`config.mk`:
```
export PLATFORM = sky130hd
export DESIGN_NAME = ranged_delay_checker_rtl
export DESIGN_NICKNAME = d
export VERILOG_FILES = /design/src/rtl/ranged_delay_checker_rtl.sv
export SDC_FILE = /design/constraint.sdc
export NUM_CORES = 1
export LEC_CHECK = 0
export BUFFER_PORTS_ARGS = -buffer_cell sky130_fd_sc_hd__buf_2
export CAP_MARGIN = 20
export CORE_ASPECT_RATIO = 0.75
export CORE_UTILIZATION = 53
export CTS_BUF_LIST = sky130_fd_sc_hd__clkbuf_16
export DETAILED_ROUTE_END_ITERATION = 10
export PLACE_DENSITY = 0.89
export RECOVER_POWER = 100
export SLEW_MARGIN = 15
export SYNTH_ARGS = -nofsm -noshare
export SYNTH_HDL_FRONTEND = slang
export SYNTH_SLANG_ARGS = --single-unit
```
`constraint.sdc`:
```
create_clock -name clk -period 4 [get_ports clk]
set_input_delay 0.8 -clock clk [delete_from_list [all_inputs] [get_ports clk]]
set_output_delay 0.8 -clock clk [all_outputs]
set_load 0.02 [all_outputs]
```
`src/rtl/ranged_delay_checker_rtl.sv`:
```
// -----------------------------------------------------------------------------
// ranged_delay_checker_rtl
//
// Multi-channel checker for the property  a[i] |-> ##[MIN_DLY:MAX_DLY] b[i].
// Every channel tracks any number of overlapping attempts and reports
// registered per-edge pass/fail pulses, an "attempt pending" flag, saturating
// pass/fail counters and a sticky failure flag. The block only observes the
// design under check; it never drives anything back into it.
//
// Parameters
//   N_CH     number of independent channels
//   MIN_DLY  lower window bound in cycles (0 allowed)
//   MAX_DLY  upper window bound in cycles, 1..32, MIN_DLY <= MAX_DLY
//   CNT_W    width of every pass/fail counter
//
// Ports
//   clk               sampling clock, everything happens on the rising edge
//   rst_n             asynchronous active-low reset, discards all attempts
//   en                allows a to start new attempts (pending ones keep going)
//   clr               synchronous clear of attempts, counters, sticky flags
//   a[N_CH]           antecedent per channel
//   b[N_CH]           consequent per channel
//   assertion_pass    1-cycle pulse: at least one attempt passed at the edge
//   assertion_fail    1-cycle pulse: an attempt expired at the edge
//   assertion_active  at least one attempt still pending
//   fail_sticky       set by any failure, held until clr or reset
//   pass_cnt          per-channel passed-attempt count, ch i at [i*CNT_W +: CNT_W]
//   fail_cnt          per-channel failed-attempt count, same packing
//
// Attempt bookkeeping
//   Each channel keeps a MAX_DLY-bit vector r_pend. Bit j set after an edge
//   means "an attempt of age j is pending". At the next edge that attempt is
//   one cycle older, so the ages evaluated at an edge form the vector
//   {r_pend, new_start}, where bit k holds the attempt of age k (0..MAX_DLY).
//   An attempt of age MAX_DLY is always resolved at that edge (pass on b=1,
//   fail on b=0), which is why MAX_DLY bits of storage suffice.
// -----------------------------------------------------------------------------
module ranged_delay_checker_rtl #(
    parameter int N_CH    = 4,
    parameter int MIN_DLY = 1,
    parameter int MAX_DLY = 4,
    parameter int CNT_W   = 16
) (
    input  logic                    clk,
    input  logic                    rst_n,
    input  logic                    en,
    input  logic                    clr,
    input  logic [N_CH-1:0]         a,
    input  logic [N_CH-1:0]         b,
    output logic [N_CH-1:0]         assertion_pass,
    output logic [N_CH-1:0]         assertion_fail,
    output logic [N_CH-1:0]         assertion_active,
    output logic [N_CH-1:0]         fail_sticky,
    output logic [N_CH*CNT_W-1:0]   pass_cnt,
    output logic [N_CH*CNT_W-1:0]   fail_cnt
);

    // -------------------------------------------------------------------------
    // Parameter legality: an illegal window stops elaboration.
    // -------------------------------------------------------------------------
    if (MAX_DLY < 1 || MAX_DLY > 32 || MIN_DLY < 0 || MIN_DLY > MAX_DLY ||
        N_CH < 1 || CNT_W < 1) begin : g_bad_params
        $error("ranged_delay_checker_rtl: illegal parameters N_CH=%0d MIN_DLY=%0d MAX_DLY=%0d CNT_W=%0d",
               N_CH, MIN_DLY, MAX_DLY, CNT_W);
    end

    // Ages MIN_DLY..MAX_DLY are inside the window.
    localparam logic [MAX_DLY:0] WIN_MASK = {(MAX_DLY + 1){1'b1}} << MIN_DLY;

    // Up to MAX_DLY+1 attempts can pass on one edge.
    localparam int POP_W = $clog2(MAX_DLY + 2);

    // Wide enough that counter + popcount can never overflow before saturation.
    localparam int SUM_W = CNT_W + POP_W;

    localparam logic [CNT_W-1:0] CNT_MAX = '1;

    // -------------------------------------------------------------------------
    // Per-channel checker
    // -------------------------------------------------------------------------
    for (genvar ch = 0; ch < N_CH; ch++) begin : g_ch

        logic [MAX_DLY-1:0] r_pend;
        logic               r_pass;
        logic               r_fail;
        logic               r_active;
        logic               r_sticky;
        logic [CNT_W-1:0]   r_pass_cnt;
        logic [CNT_W-1:0]   r_fail_cnt;

        logic [MAX_DLY:0]   w_age;        // attempts present at this edge, by age
        logic [MAX_DLY:0]   w_hit;        // attempts discharged by b this edge
        logic               w_expire;     // oldest attempt saw b=0
        logic [MAX_DLY-1:0] w_pend_nxt;
        logic [POP_W-1:0]   w_pass_num;
        logic [SUM_W-1:0]   w_pass_sum;
        logic [CNT_W-1:0]   w_pass_cnt_nxt;
        logic [CNT_W-1:0]   w_fail_cnt_nxt;

        // NOTE: every signal assigned in always_comb gets a default on entry, so
        // no path can leave it unassigned and infer a latch.
        always_comb begin
            w_age          = '0;
            w_hit          = '0;
            w_expire       = 1'b0;
            w_pend_nxt     = '0;
            w_pass_num     = '0;
            w_pass_sum     = '0;
            w_pass_cnt_nxt = r_pass_cnt;
            w_fail_cnt_nxt = r_fail_cnt;

            // Age 0 is a start on this very edge; older ages come from storage.
            w_age = {r_pend, a[ch] & en};

            if (b[ch]) begin
                // One b pulse discharges every attempt inside the window;
                // younger attempts ignore it and stay pending.
                w_hit = w_age & WIN_MASK;
            end else begin
                // Only the age-MAX_DLY attempt can expire, and at most one
                // exists because starts are one per edge.
                w_expire = w_age[MAX_DLY];
            end

            // Survivors age by one; age MAX_DLY never survives (passed or failed).
            w_pend_nxt = w_age[MAX_DLY-1:0] & ~w_hit[MAX_DLY-1:0];

            // Saturating counter updates.
            w_pass_num = POP_W'($countones(w_hit));
            w_pass_sum = SUM_W'(r_pass_cnt) + SUM_W'(w_pass_num);
            if (w_pass_sum > SUM_W'(CNT_MAX)) begin
                w_pass_cnt_nxt = CNT_MAX;
            end else begin
                w_pass_cnt_nxt = w_pass_sum[CNT_W-1:0];
            end

            if (w_expire && (r_fail_cnt != CNT_MAX)) begin
                w_fail_cnt_nxt = r_fail_cnt + CNT_W'(1);
            end
        end

        // NOTE: state is written with non-blocking assignments so every register
        // samples the pre-edge values, independent of statement order.
        // NOTE: the pending-age vector is reset along with the flags; leaving it
        // unreset would let stale attempts fire after reset is released.
        always_ff @(posedge clk or negedge rst_n) begin
            if (!rst_n) begin
                r_pend     <= '0;
                r_pass     <= 1'b0;
                r_fail     <= 1'b0;
                r_active   <= 1'b0;
                r_sticky   <= 1'b0;
                r_pass_cnt <= '0;
                r_fail_cnt <= '0;
            end else if (clr) begin
                // clr outranks everything: a and b on this edge are ignored.
                r_pend     <= '0;
                r_pass     <= 1'b0;
                r_fail     <= 1'b0;
                r_active   <= 1'b0;
                r_sticky   <= 1'b0;
                r_pass_cnt <= '0;
                r_fail_cnt <= '0;
            end else begin
                r_pend     <= w_pend_nxt;
                r_pass     <= |w_hit;
                r_fail     <= w_expire;
                r_active   <= |w_pend_nxt;
                r_sticky   <= r_sticky | w_expire;
                r_pass_cnt <= w_pass_cnt_nxt;
                r_fail_cnt <= w_fail_cnt_nxt;
            end
        end

        assign assertion_pass[ch]             = r_pass;
        assign assertion_fail[ch]             = r_fail;
        assign assertion_active[ch]           = r_active;
        assign fail_sticky[ch]                = r_sticky;
        assign pass_cnt[ch*CNT_W +: CNT_W]    = r_pass_cnt;
        assign fail_cnt[ch*CNT_W +: CNT_W]    = r_fail_cnt;

    end : g_ch

endmodule : ranged_delay_checker_rtl

```
==> results of run 1 <==
path summary, 6_finish.rpt:
check	start	endpoint	slack (ns)	depth (start not counted)
max in group asynchronous	rst_n	g_ch[0].r_pass_cnt[5]	1.42	1
min in group asynchronous	rst_n	g_ch[2].r_sticky	1.09	1
setup reg to reg	g_ch[2].r_pend[0]	g_ch[2].r_pass_cnt[13]	0.76	10
setup / recovery	b[0]	g_ch[0].r_pass_cnt[7]	0.53	10
hold reg to reg	g_ch[0].r_sticky	g_ch[0].r_sticky	0.49	1
hold / removal	g_ch[0].r_sticky	g_ch[0].r_sticky	0.49	1
worst reg2reg max path: cells and delay by family (launching register included):
kind | cells | cell delay, ns
and+or+nand+nor | 4 | 0.86
AOI/OAI and AO/OA | 1 | 0.08
buffers and inverters | 2 | 0.27
DFF | 1 | 0.38
adders and majority gates | 3 | 1.41
cell type report:
cell class,instances,area (um^2)
multi-input cells,583,3750
fillers,1250,5360
flip-flops and latches,160,4000
repair buffers,161,647
clock buffers,17,425
well taps,200,250
clock inverters,14,191
inverters,19,71.3
power groups by stage:
stage	clock, mW	sequential (mW)	combinational, mW
floorplan	0	1.66	0.0508
global placement	0	1.66	0.109
detailed placement	0	1.66	0.111
CTS	1.73	1.63	0.112
global route	1.81	1.63	0.120
finish	1.70	1.63	0.105
flip-flops by register name (all words and copies together) (netlist names):
| name | flops |
|---|---|
| g_ch.r_pend | 16 |
| g_ch.r_fail_cnt | 64 |
| g_ch.r_pass_cnt | 64 |
| g_ch.r_sticky | 4 |
| g_ch.r_pass | 4 |
| g_ch.r_active | 4 |
| g_ch.r_fail | 4 |
cells by family (layout without fill, tap and decap cells):
logic type,count (synthesis),after routing,share of synthesized area
AOI/OAI and AO/OA,139,139,0.104
xor gates and xnor gates,80,80,0.0864
adders and majority gates,20,20,0.0420
buffers and inverters,61,211,0.0400
DFF,160,160,0.494
muxes,7,7,0.00864
and+or+nand+nor,337,337,0.225
synthesized netlist by cell type, types with 2 or more instances:
cell type and count:
or3_1 8, o211ai_1 6, or4_1 5, nand2b_1 2
o2111ai_1 3, or2_1 3, nand2_1 39, o21ai_0 15
o41a_1 3, a311oi_1 2, a211oi_1 3, a31o_2 4
nor3b_1 4, a21o_1 4, and3_1 14, fa_1 12
ha_1 8, nand4_2 2, xnor2_1 35, or2_2 3
nor4_1 8, and2_1 40, nand4_1 31, nand3_1 39
and4b_1 2, dfrtp_1 160, nor2_1 80, nor3_1 26
clkbuf_1 16, buf_6 2, and4_1 12, buf_4 17
o21a_1 3, mux2i_1 7, inv_1 19, a21oi_1 77
and3_2 2, nor2b_1 8, o31ai_1 4, xor2_1 45
o21ai_1 3, buf_2 5, a31oi_1 6
per-layer routing:
layer,global-route usage,vias up,wire (um)
li1,-,3106,-
met1,0.340,3228,8550
met2,0.367,204,8360
met3,0.0575,26,1020
met4,0.0820,0,290
met5,0,-,0
==> impl_metrics.env, run 1 <==
export IMPL_syn_area_per_cell_um2=10.1
export IMPL_layout_common_cells="dfrtp_1, clkbuf_1, nor2_1"
export IMPL_finalSetupTns_ns=0
export IMPL_htreeDepth=4
export IMPL_grt_max_degree=101
export IMPL_arrival_ns=3.75
export IMPL_ys_ff_latch=160
export IMPL_leakage_nw=3.94
export IMPL_grt_pass1_wl_um=29700
export IMPL_rows=38
export IMPL_yosys_area_top_type_share=0.494
export IMPL_status="finished with violations"
export IMPL_slew_headroom=-0.644
export IMPL_power_total_mw=3.44
export IMPL_synth_top_area_cell="dfrtp_1"
export IMPL_worst_pin_slew_ns=2.47
export IMPL_port_buffers=155
export IMPL_drtIter0Drc=482
export IMPL_fp_dieH_um=109
export IMPL_hpwl_um=12400
export IMPL_crit_fanout=13
export IMPL_synth_edf_count=0
export IMPL_n_antenna_cell=0
export IMPL_cts_hold_buf=0
export IMPL_pre_cts_ws_ns=0.260
export IMPL_nNetsFinal=974
export IMPL_cts_setup_buffers=0
export IMPL_antenna_found_initial=0
export IMPL_core_area_um2=14700
export IMPL_yosys_warnings=0
export IMPL_drv_cap=3
export IMPL_p_int_mw=2.69
export IMPL_cts_tree="built"
export IMPL_drv_slew=154
export IMPL_postSynthCellCount=804
export IMPL_drc=0
export IMPL_ant_nets=0
export IMPL_cts_resized=0
export IMPL_power_frac_clock=0.495
export IMPL_irDropWorstVdd_mv=0.278
export IMPL_rsz0062_at_grt="no"
export IMPL_dp_cells=1123
export IMPL_first_pass_iters=5
export IMPL_routed_via_density=5.69
export IMPL_pwr_share_comb=0.030
export IMPL_hold_path_class="reg2reg"
export IMPL_place_congestion=0.850
export IMPL_placed_area_um2=8950
export IMPL_finalWorstPathRequiredPeriod_ns=3.47
export IMPL_cts_root_buf="clkbuf_16"
export IMPL_grt_overflow_total=0
export IMPL_synth_ff_type="dfrtp_1"
export IMPL_post_synth_num_cell_types=60
export IMPL_hold_viol=0
export IMPL_synthArstFlopShare=1.00
export IMPL_final_common_cell="dfrtp_1"
export IMPL_required_ns=4.28
export IMPL_crit_slowest_cell="fa_1"
export IMPL_synth_area_um2=8110
export IMPL_areaGrowthSynthToFinish_pct=15.2
export IMPL_fmax_mhz=288
export IMPL_hold_slack_ns=0.487
export IMPL_path_class="in2reg"
export IMPL_power_density_nw_per_um2=368
export IMPL_final_setup_viol_count=0
export IMPL_die_area_um2=15800
export IMPL_power_switching_mw=0.747
export IMPL_clk_insertion_delay_late_ns=0.42
export IMPL_layout_drive_gt1_share=0.0577
export IMPL_instances_no_fill=1154
export IMPL_fp_dieW_um=145
export IMPL_post_route_cell_area_um2=9340
export IMPL_clock_skew_ns=0.00846
export IMPL_max_stage_delay_ns=0.48
export IMPL_clockBufferDepth=2
export IMPL_pin_count=156
export IMPL_critPathLaunchType="primary input"
export IMPL_crit_chain="clkbuf_1 -> and2_0 -> fa_1 -> fa_1 -> fa_1 -> and4_1 -> and4_1 -> and4_1 -> nand4_2 -> a21oi_1"
export IMPL_cts_sinks=160
export IMPL_grt_pass1_vias=6041
export IMPL_synth_seq_area_share=0.494
export IMPL_numCtsBuffers=17
export IMPL_wire_per_inst_um=15.8
export IMPL_synth_area_leaders="dfrtp_1, xor2_1, a21oi_1"
export IMPL_crit_family="adder cells"
export IMPL_synth_nets=836
export IMPL_clk_pin_slew_ns=0.06
export IMPL_grt_use_total=0.242
export IMPL_num_vias=6564
export IMPL_wl_um=18200
export IMPL_switching_share=0.218
export IMPL_end_kind="flip-flop"
export IMPL_period_share=0.867
export IMPL_violations="max-capacitance violations, max-slew violations"
export IMPL_post_route_util=0.635
export IMPL_p_seq_frac=0.475
export IMPL_initial_core_util=0.552
export IMPL_cp_num_buf_inv=1
export IMPL_fin_ws_ns=0.533
Power figures use the tool's default switching activity.
==> inputs of run 2 (changes only) <==
--- a/config.mk
+++ b/config.mk
@@ -8,10 +8,10 @@
 export BUFFER_PORTS_ARGS = -buffer_cell sky130_fd_sc_hd__buf_2
 export CAP_MARGIN = 20
 export CORE_ASPECT_RATIO = 0.75
-export CORE_UTILIZATION = 53
+export CORE_UTILIZATION = 50
 export CTS_BUF_LIST = sky130_fd_sc_hd__clkbuf_16
 export DETAILED_ROUTE_END_ITERATION = 10
-export PLACE_DENSITY = 0.89
+export PLACE_DENSITY = 0.88
 export RECOVER_POWER = 100
 export SLEW_MARGIN = 15
 export SYNTH_ARGS = -nofsm -noshare
==> constraint.sdc (replaced) <==
create_clock -name clk -period 2.9 [get_ports clk]
set_input_delay 0.58 -clock clk [delete_from_list [all_inputs] [get_ports clk]]
set_output_delay 0.58 -clock clk [all_outputs]
set_load 0.02 [all_outputs]
==> impl_metrics.env, run 2 (synthesis results as in run 1) <==
export IMPL_hold_path_class="in2reg"
export IMPL_nNetsFinal=1000
export IMPL_rsz0062_at_grt="yes"
export IMPL_fmax_mhz=353
export IMPL_layout_common_cells="dfrtp_1, buf_2, nor2_1"
export IMPL_cts_tree="built"
export IMPL_n_antenna_cell=0
export IMPL_grt_max_degree=62
export IMPL_grt_use_total=0.239
export IMPL_die_area_um2=16700
export IMPL_antenna_found_initial=0
export IMPL_hold_end="g_ch[3].r_pend[0]"
export IMPL_wire_per_inst_um=16.4
export IMPL_grt_overflow_total=0
export IMPL_num_vias=6798
export IMPL_first_pass_iters=5
export IMPL_irDropWorstVdd_mv=0.457
export IMPL_clock_skew_ns=0.0150
export IMPL_drc=0
export IMPL_arrival_ns=3.18
export IMPL_areaGrowthSynthToFinish_pct=20.5
export IMPL_place_congestion=0.880
export IMPL_htreeDepth=4
export IMPL_multi_input_area_um2=3880
export IMPL_grt_pass1_vias=6308
export IMPL_hold_slack_ns=0.404
export IMPL_slew_headroom=0.00181
export IMPL_hp_start="a[3]"
export IMPL_rows=39
export IMPL_violations="max-capacitance violations"
export IMPL_final_common_cell="dfrtp_1"
export IMPL_clk_insertion_delay_late_ns=0.42
export IMPL_leakage_nw=4.73
export IMPL_post_route_util=0.630
export IMPL_finalWorstPathRequiredPeriod_ns=2.84
export IMPL_status="finished with violations"
export IMPL_hpwl_um=13200
export IMPL_ff2ff_setup_slack_ns=0.06
export IMPL_cts_root_buf="clkbuf_16"
export IMPL_register_area_um2=4000
export IMPL_clockBufferDepth=2
export IMPL_drv_cap=1
export IMPL_routed_via_density=5.74
export IMPL_worst_pin_slew_ns=1.50
export IMPL_final_setup_viol_count=0
export IMPL_critPathLaunchType="flip-flop"
export IMPL_whs_path_depth=3
export IMPL_reg2regPathDepth=9
export IMPL_cts_sinks=160
export IMPL_drv_slew=0
export IMPL_crit_reg2reg_launch="g_ch[0].r_pend[0]"
export IMPL_core_area_um2=15500
export IMPL_max_stage_delay_ns=0.50
export IMPL_fp_dieH_um=112
export IMPL_pin_count=156
export IMPL_power_density_nw_per_um2=465
export IMPL_crit_fanout=5
export IMPL_top_regs="g_ch.r_fail_cnt (64), g_ch.r_pass_cnt (64), g_ch.r_pend (16)"
export IMPL_hold_viol=0
export IMPL_layout_drive_gt1_share=0.250
export IMPL_port_buffers=155
export IMPL_crit_slowest_cell="fa_1"
export IMPL_period_share=0.978
export IMPL_initial_core_util=0.522
export IMPL_fp_dieW_um=149
export IMPL_cts_setup_buffers=0
export IMPL_drtIter0Drc=473
export IMPL_r2r_end="g_ch[0].r_pass_cnt[14]"
export IMPL_numCtsBuffers=17
export IMPL_end_kind="flip-flop"
export IMPL_ant_nets=0
export IMPL_path_class="reg2reg"
export IMPL_required_ns=3.24
export IMPL_wl_um=19400
export IMPL_clk_pin_slew_ns=0.06
export IMPL_nFillCells=1269
export IMPL_crit_chain="and2_4 -> fa_1 -> fa_2 -> fa_2 -> and4_1 -> and4_4 -> and4_4 -> and4b_1 -> nor3_1"
export IMPL_grt_pass1_wl_um=32100
[run 2: layer usage]
metal,track usage,up-vias,share of wire
met1,0.342,3390,0.45
met4,0.0503,0,0.0071
li1,-,3158,-
met2,0.365,237,0.47
met5,0,-,0
met3,0.0671,13,0.073
[run 2: what timing repair did]
action	in CTS	in global routing
hold buffers	0	0
endpoints found under the hold margin	0	0
resized for setup	0	8
setup endpoints to repair	0	34
[run 2: how the worst max path moves through the flow]
stage	start	end	slack (ns)	cells after the start
2_1_floorplan	b[0]	g_ch[0].r_pass_cnt[10]	-0.03	10
3_3_place_gp	b[0]	g_ch[0].r_pass_cnt[0]	-0.16	10
3_5_place_dp	b[2]	g_ch[2].r_pass_cnt[2]	-0.23	10
4_1_cts	g_ch[0].r_pend[2]	g_ch[0].r_pass_cnt[1]	0.04	9
5_1_grt	g_ch[0].r_pend[0]	g_ch[0].r_pass_cnt[14]	-0.02	9
6_report	g_ch[0].r_pend[0]	g_ch[0].r_pass_cnt[14]	0.06	9
[run 2: layout make-up]
cell class	count	share of cell area
flip-flops and latches	160	0.410
clock inverters	14	0.0128
well taps	205	0.0263
multi-input cells	585	0.397
inverters	19	0.00730
clock buffers	17	0.0435
repair buffers	185	0.103
[run 2: critical path: cells and delay by family (launching register included)]
family,cells,cell delay [ns]
DFF,1,0.40
and+or+nand+nor,6,1.08
adders and majority gates,3,1.28
[run 2: power breakdown]
group / internal, mW / total [mW] / switching, mW / leakage, nW
registers: 2.24 / 2.25 / 0.00708 / 2.23
logic: 0.0384 / 0.158 / 0.120 / 2.22
clock network: 1.24 / 2.13 / 0.891 / 0.274
total: 3.53 / 4.54 / 1.02 / 4.73
[run 2: through the flow]
| stage | instance area (um^2) | worst slack, ns | instances | setup TNS (ns) | total power, mW |
|---|---|---|---|---|---|
| 2_1_floorplan | 8160 | -0.0348 | 804 | -0.348 | 2.37 |
| 3_3_place_gp | 9180 | -0.163 | 1152 | -5.18 | 2.45 |
| 3_5_place_dp | 9180 | -0.229 | 1152 | -9.04 | 2.46 |
| 4_1_cts | 9730 | 0.0365 | 1183 | 0 | 4.59 |
| 5_1_grt | 9770 | -0.0186 | 1185 | -0.0504 | 4.71 |
| 6_report | 9770 | 0.0644 | 1185 | 0 | 4.54 |
==> inputs of run 3 (changes only) <==
--- a/config.mk
+++ b/config.mk
@@ -8,6 +8,7 @@
 export BUFFER_PORTS_ARGS = -buffer_cell sky130_fd_sc_hd__buf_2
 export CAP_MARGIN = 20
 export CORE_ASPECT_RATIO = 0.75
+export CORE_MARGIN = 5
 export CORE_UTILIZATION = 50
 export CTS_BUF_LIST = sky130_fd_sc_hd__clkbuf_16
 export DETAILED_ROUTE_END_ITERATION = 10
==> impl_metrics.env, run 3 (synthesis results as in run 1) <==
export IMPL_status="finished with violations"
export IMPL_violations="max-capacitance violations, max-slew violations"
export IMPL_crit_fanout=5
export IMPL_hold_path_class="in2reg"
export IMPL_first_pass_iters=5
export IMPL_initial_core_util=0.508
export IMPL_drv_cap=1
export IMPL_path_class="reg2reg"
export IMPL_layout_drive_gt1_share=0.108
export IMPL_hpwl_um=13800
export IMPL_dp_cells=1161
export IMPL_routed_via_density=5.67
export IMPL_grt_max_degree=71
export IMPL_wire_per_inst_um=16.7
export IMPL_required_ns=3.18
export IMPL_end_kind="flip-flop"
export IMPL_reg2regPathDepth=9
export IMPL_place_congestion=0.893
export IMPL_period_share=0.959
export IMPL_hold_viol=0
export IMPL_arrival_ns=3.06
export IMPL_cts_hold_buf=0
export IMPL_crit_reg2reg_launch="g_ch[0].r_pend[0]"
export IMPL_layout_common_cells="dfrtp_1, clkbuf_1, nor2_1"
export IMPL_ff2ff_setup_slack_ns=0.12
export IMPL_pin_count=156
export IMPL_grt_overflow_total=0
export IMPL_leakage_nw=4.13
export IMPL_cts_sinks=160
export IMPL_fp_dieW_um=157
export IMPL_nNetsFinal=1007
export IMPL_port_buffers=155
export IMPL_grt_use_total=0.209
export IMPL_antenna_found_initial=1
export IMPL_htreeDepth=4
export IMPL_fp_dieH_um=120
export IMPL_core_area_um2=16000
export IMPL_finalWorstPathRequiredPeriod_ns=2.78
export IMPL_drc=0
export IMPL_grt_use_met2=0.314
export IMPL_final_common_cell="dfrtp_1"
export IMPL_clk_insertion_delay_late_ns=0.42
export IMPL_num_vias=6791
export IMPL_areaGrowthSynthToFinish_pct=19.4
export IMPL_crit_end="g_ch[0].r_pass_cnt[15]"
export IMPL_grtUsageMet3=0.0487
export IMPL_ant_nets=0
export IMPL_numCtsBuffers=17
export IMPL_power_total_mw=4.76
export IMPL_clockBufferDepth=2
export IMPL_busiest_layer="met2"
export IMPL_critPathLaunchType="flip-flop"
export IMPL_cts_root_buf="clkbuf_16"
export IMPL_grt_pass1_vias=6454
export IMPL_clock_skew_ns=0.0102
export IMPL_power_density_nw_per_um2=492
export IMPL_wl_um=20000
export IMPL_fmax_mhz=359
export IMPL_grt_pass1_wl_um=32200
export IMPL_cts_tree="built"
export IMPL_rows=40
export IMPL_worst_pin_slew_ns=1.82
export IMPL_drv_slew=70
export IMPL_r2r_end="g_ch[0].r_pass_cnt[15]"
export IMPL_slew_headroom=-0.213
export IMPL_rsz0062_at_grt="no"
export IMPL_drtIter0Drc=513
export IMPL_instances_no_fill=1198
export IMPL_die_area_um2=18900
export IMPL_crit_start="g_ch[0].r_pend[0]"
export IMPL_final_setup_viol_count=0
export IMPL_clk_pin_slew_ns=0.07
export IMPL_irDropWorstVdd_mv=0.381
export IMPL_grtUsageMet1=0.302
export IMPL_top_regs="g_ch.r_fail_cnt (64), g_ch.r_pass_cnt (64), g_ch.r_pend (16)"
export IMPL_hold_slack_ns=0.400
[run 3: worst max-delay path: stages, from the launching register on]
cell and delay, ns:
dfrtp_1 0.40, and2_4 0.17, fa_1 0.48, fa_2 0.40
fa_2 0.36, and4_4 0.16, and4_4 0.19, and4_4 0.23
nor3b_1 0.18, nor4_1 0.08
[run 3: area by class of cell]
cell class | instances | area (um^2)
fill | 1390 | 6290
sequential | 160 | 4000
multi-input combinational | 585 | 3850
timing repair buffer | 192 | 868
clock buffer | 17 | 425
tap | 210 | 263
clock inverter | 14 | 188
inverter | 19 | 71.3
antenna | 1 | 2.50
[run 3: worst min path at each step]
| stage | startpoint | endpoint | slack (ns) | depth (start not counted) |
|---|---|---|---|---|
| 5_1_grt | a[0] | g_ch[0].r_pend[0] | 0.40 | 3 |
| 3_3_place_gp | g_ch[2].r_sticky | g_ch[2].r_sticky | 0.47 | 1 |
| 6_report | a[0] | g_ch[0].r_pend[0] | 0.40 | 3 |
| 3_5_place_dp | g_ch[2].r_sticky | g_ch[2].r_sticky | 0.48 | 1 |
| 4_1_cts | rst_n | g_ch[2].r_fail | 0.18 | 1 |
| 2_1_floorplan | rst_n | g_ch[0].r_active | 0.28 | 0 |
[run 3: metrics by stage]
stage | util | instance area, um^2 | setup slack [ns] | setup TNS (ns)
final | 0.606 | 9680 | 0.117 | 0
after global placement | 0.576 | 9200 | -0.145 | -5.12
after detailed placement | 0.576 | 9200 | -0.294 | -9.31
after global routing | 0.606 | 9680 | 0.0125 | 0
after CTS | 0.615 | 9820 | 0.0516 | 0
after floorplan | - | 8160 | -0.0348 | -0.348
[run 3: metal layers]
metal / vias to the layer above / part of all wire
met5: - / 0
met4: 0 / 0.019
met3: 27 / 0.074
met2: 269 / 0.46
met1: 3323 / 0.45
li1: 3172 / -
[run 3: report_power, final]
part	total [mW]	switching, mW	internal, mW	leakage, nW
sequential	2.25	0.00732	2.24	2.23
clock	2.36	0.917	1.44	0.299
combinational	0.158	0.121	0.0368	1.60
total	4.76	1.05	3.72	4.13
[run 3: repair_timing]
action	in CTS	in global routing
endpoints found under the hold margin	0	0
gates resized for setup	1	14
buffers inserted	0	3
cloned	0	2
setup endpoints to repair	1	45
pin swaps	0	6
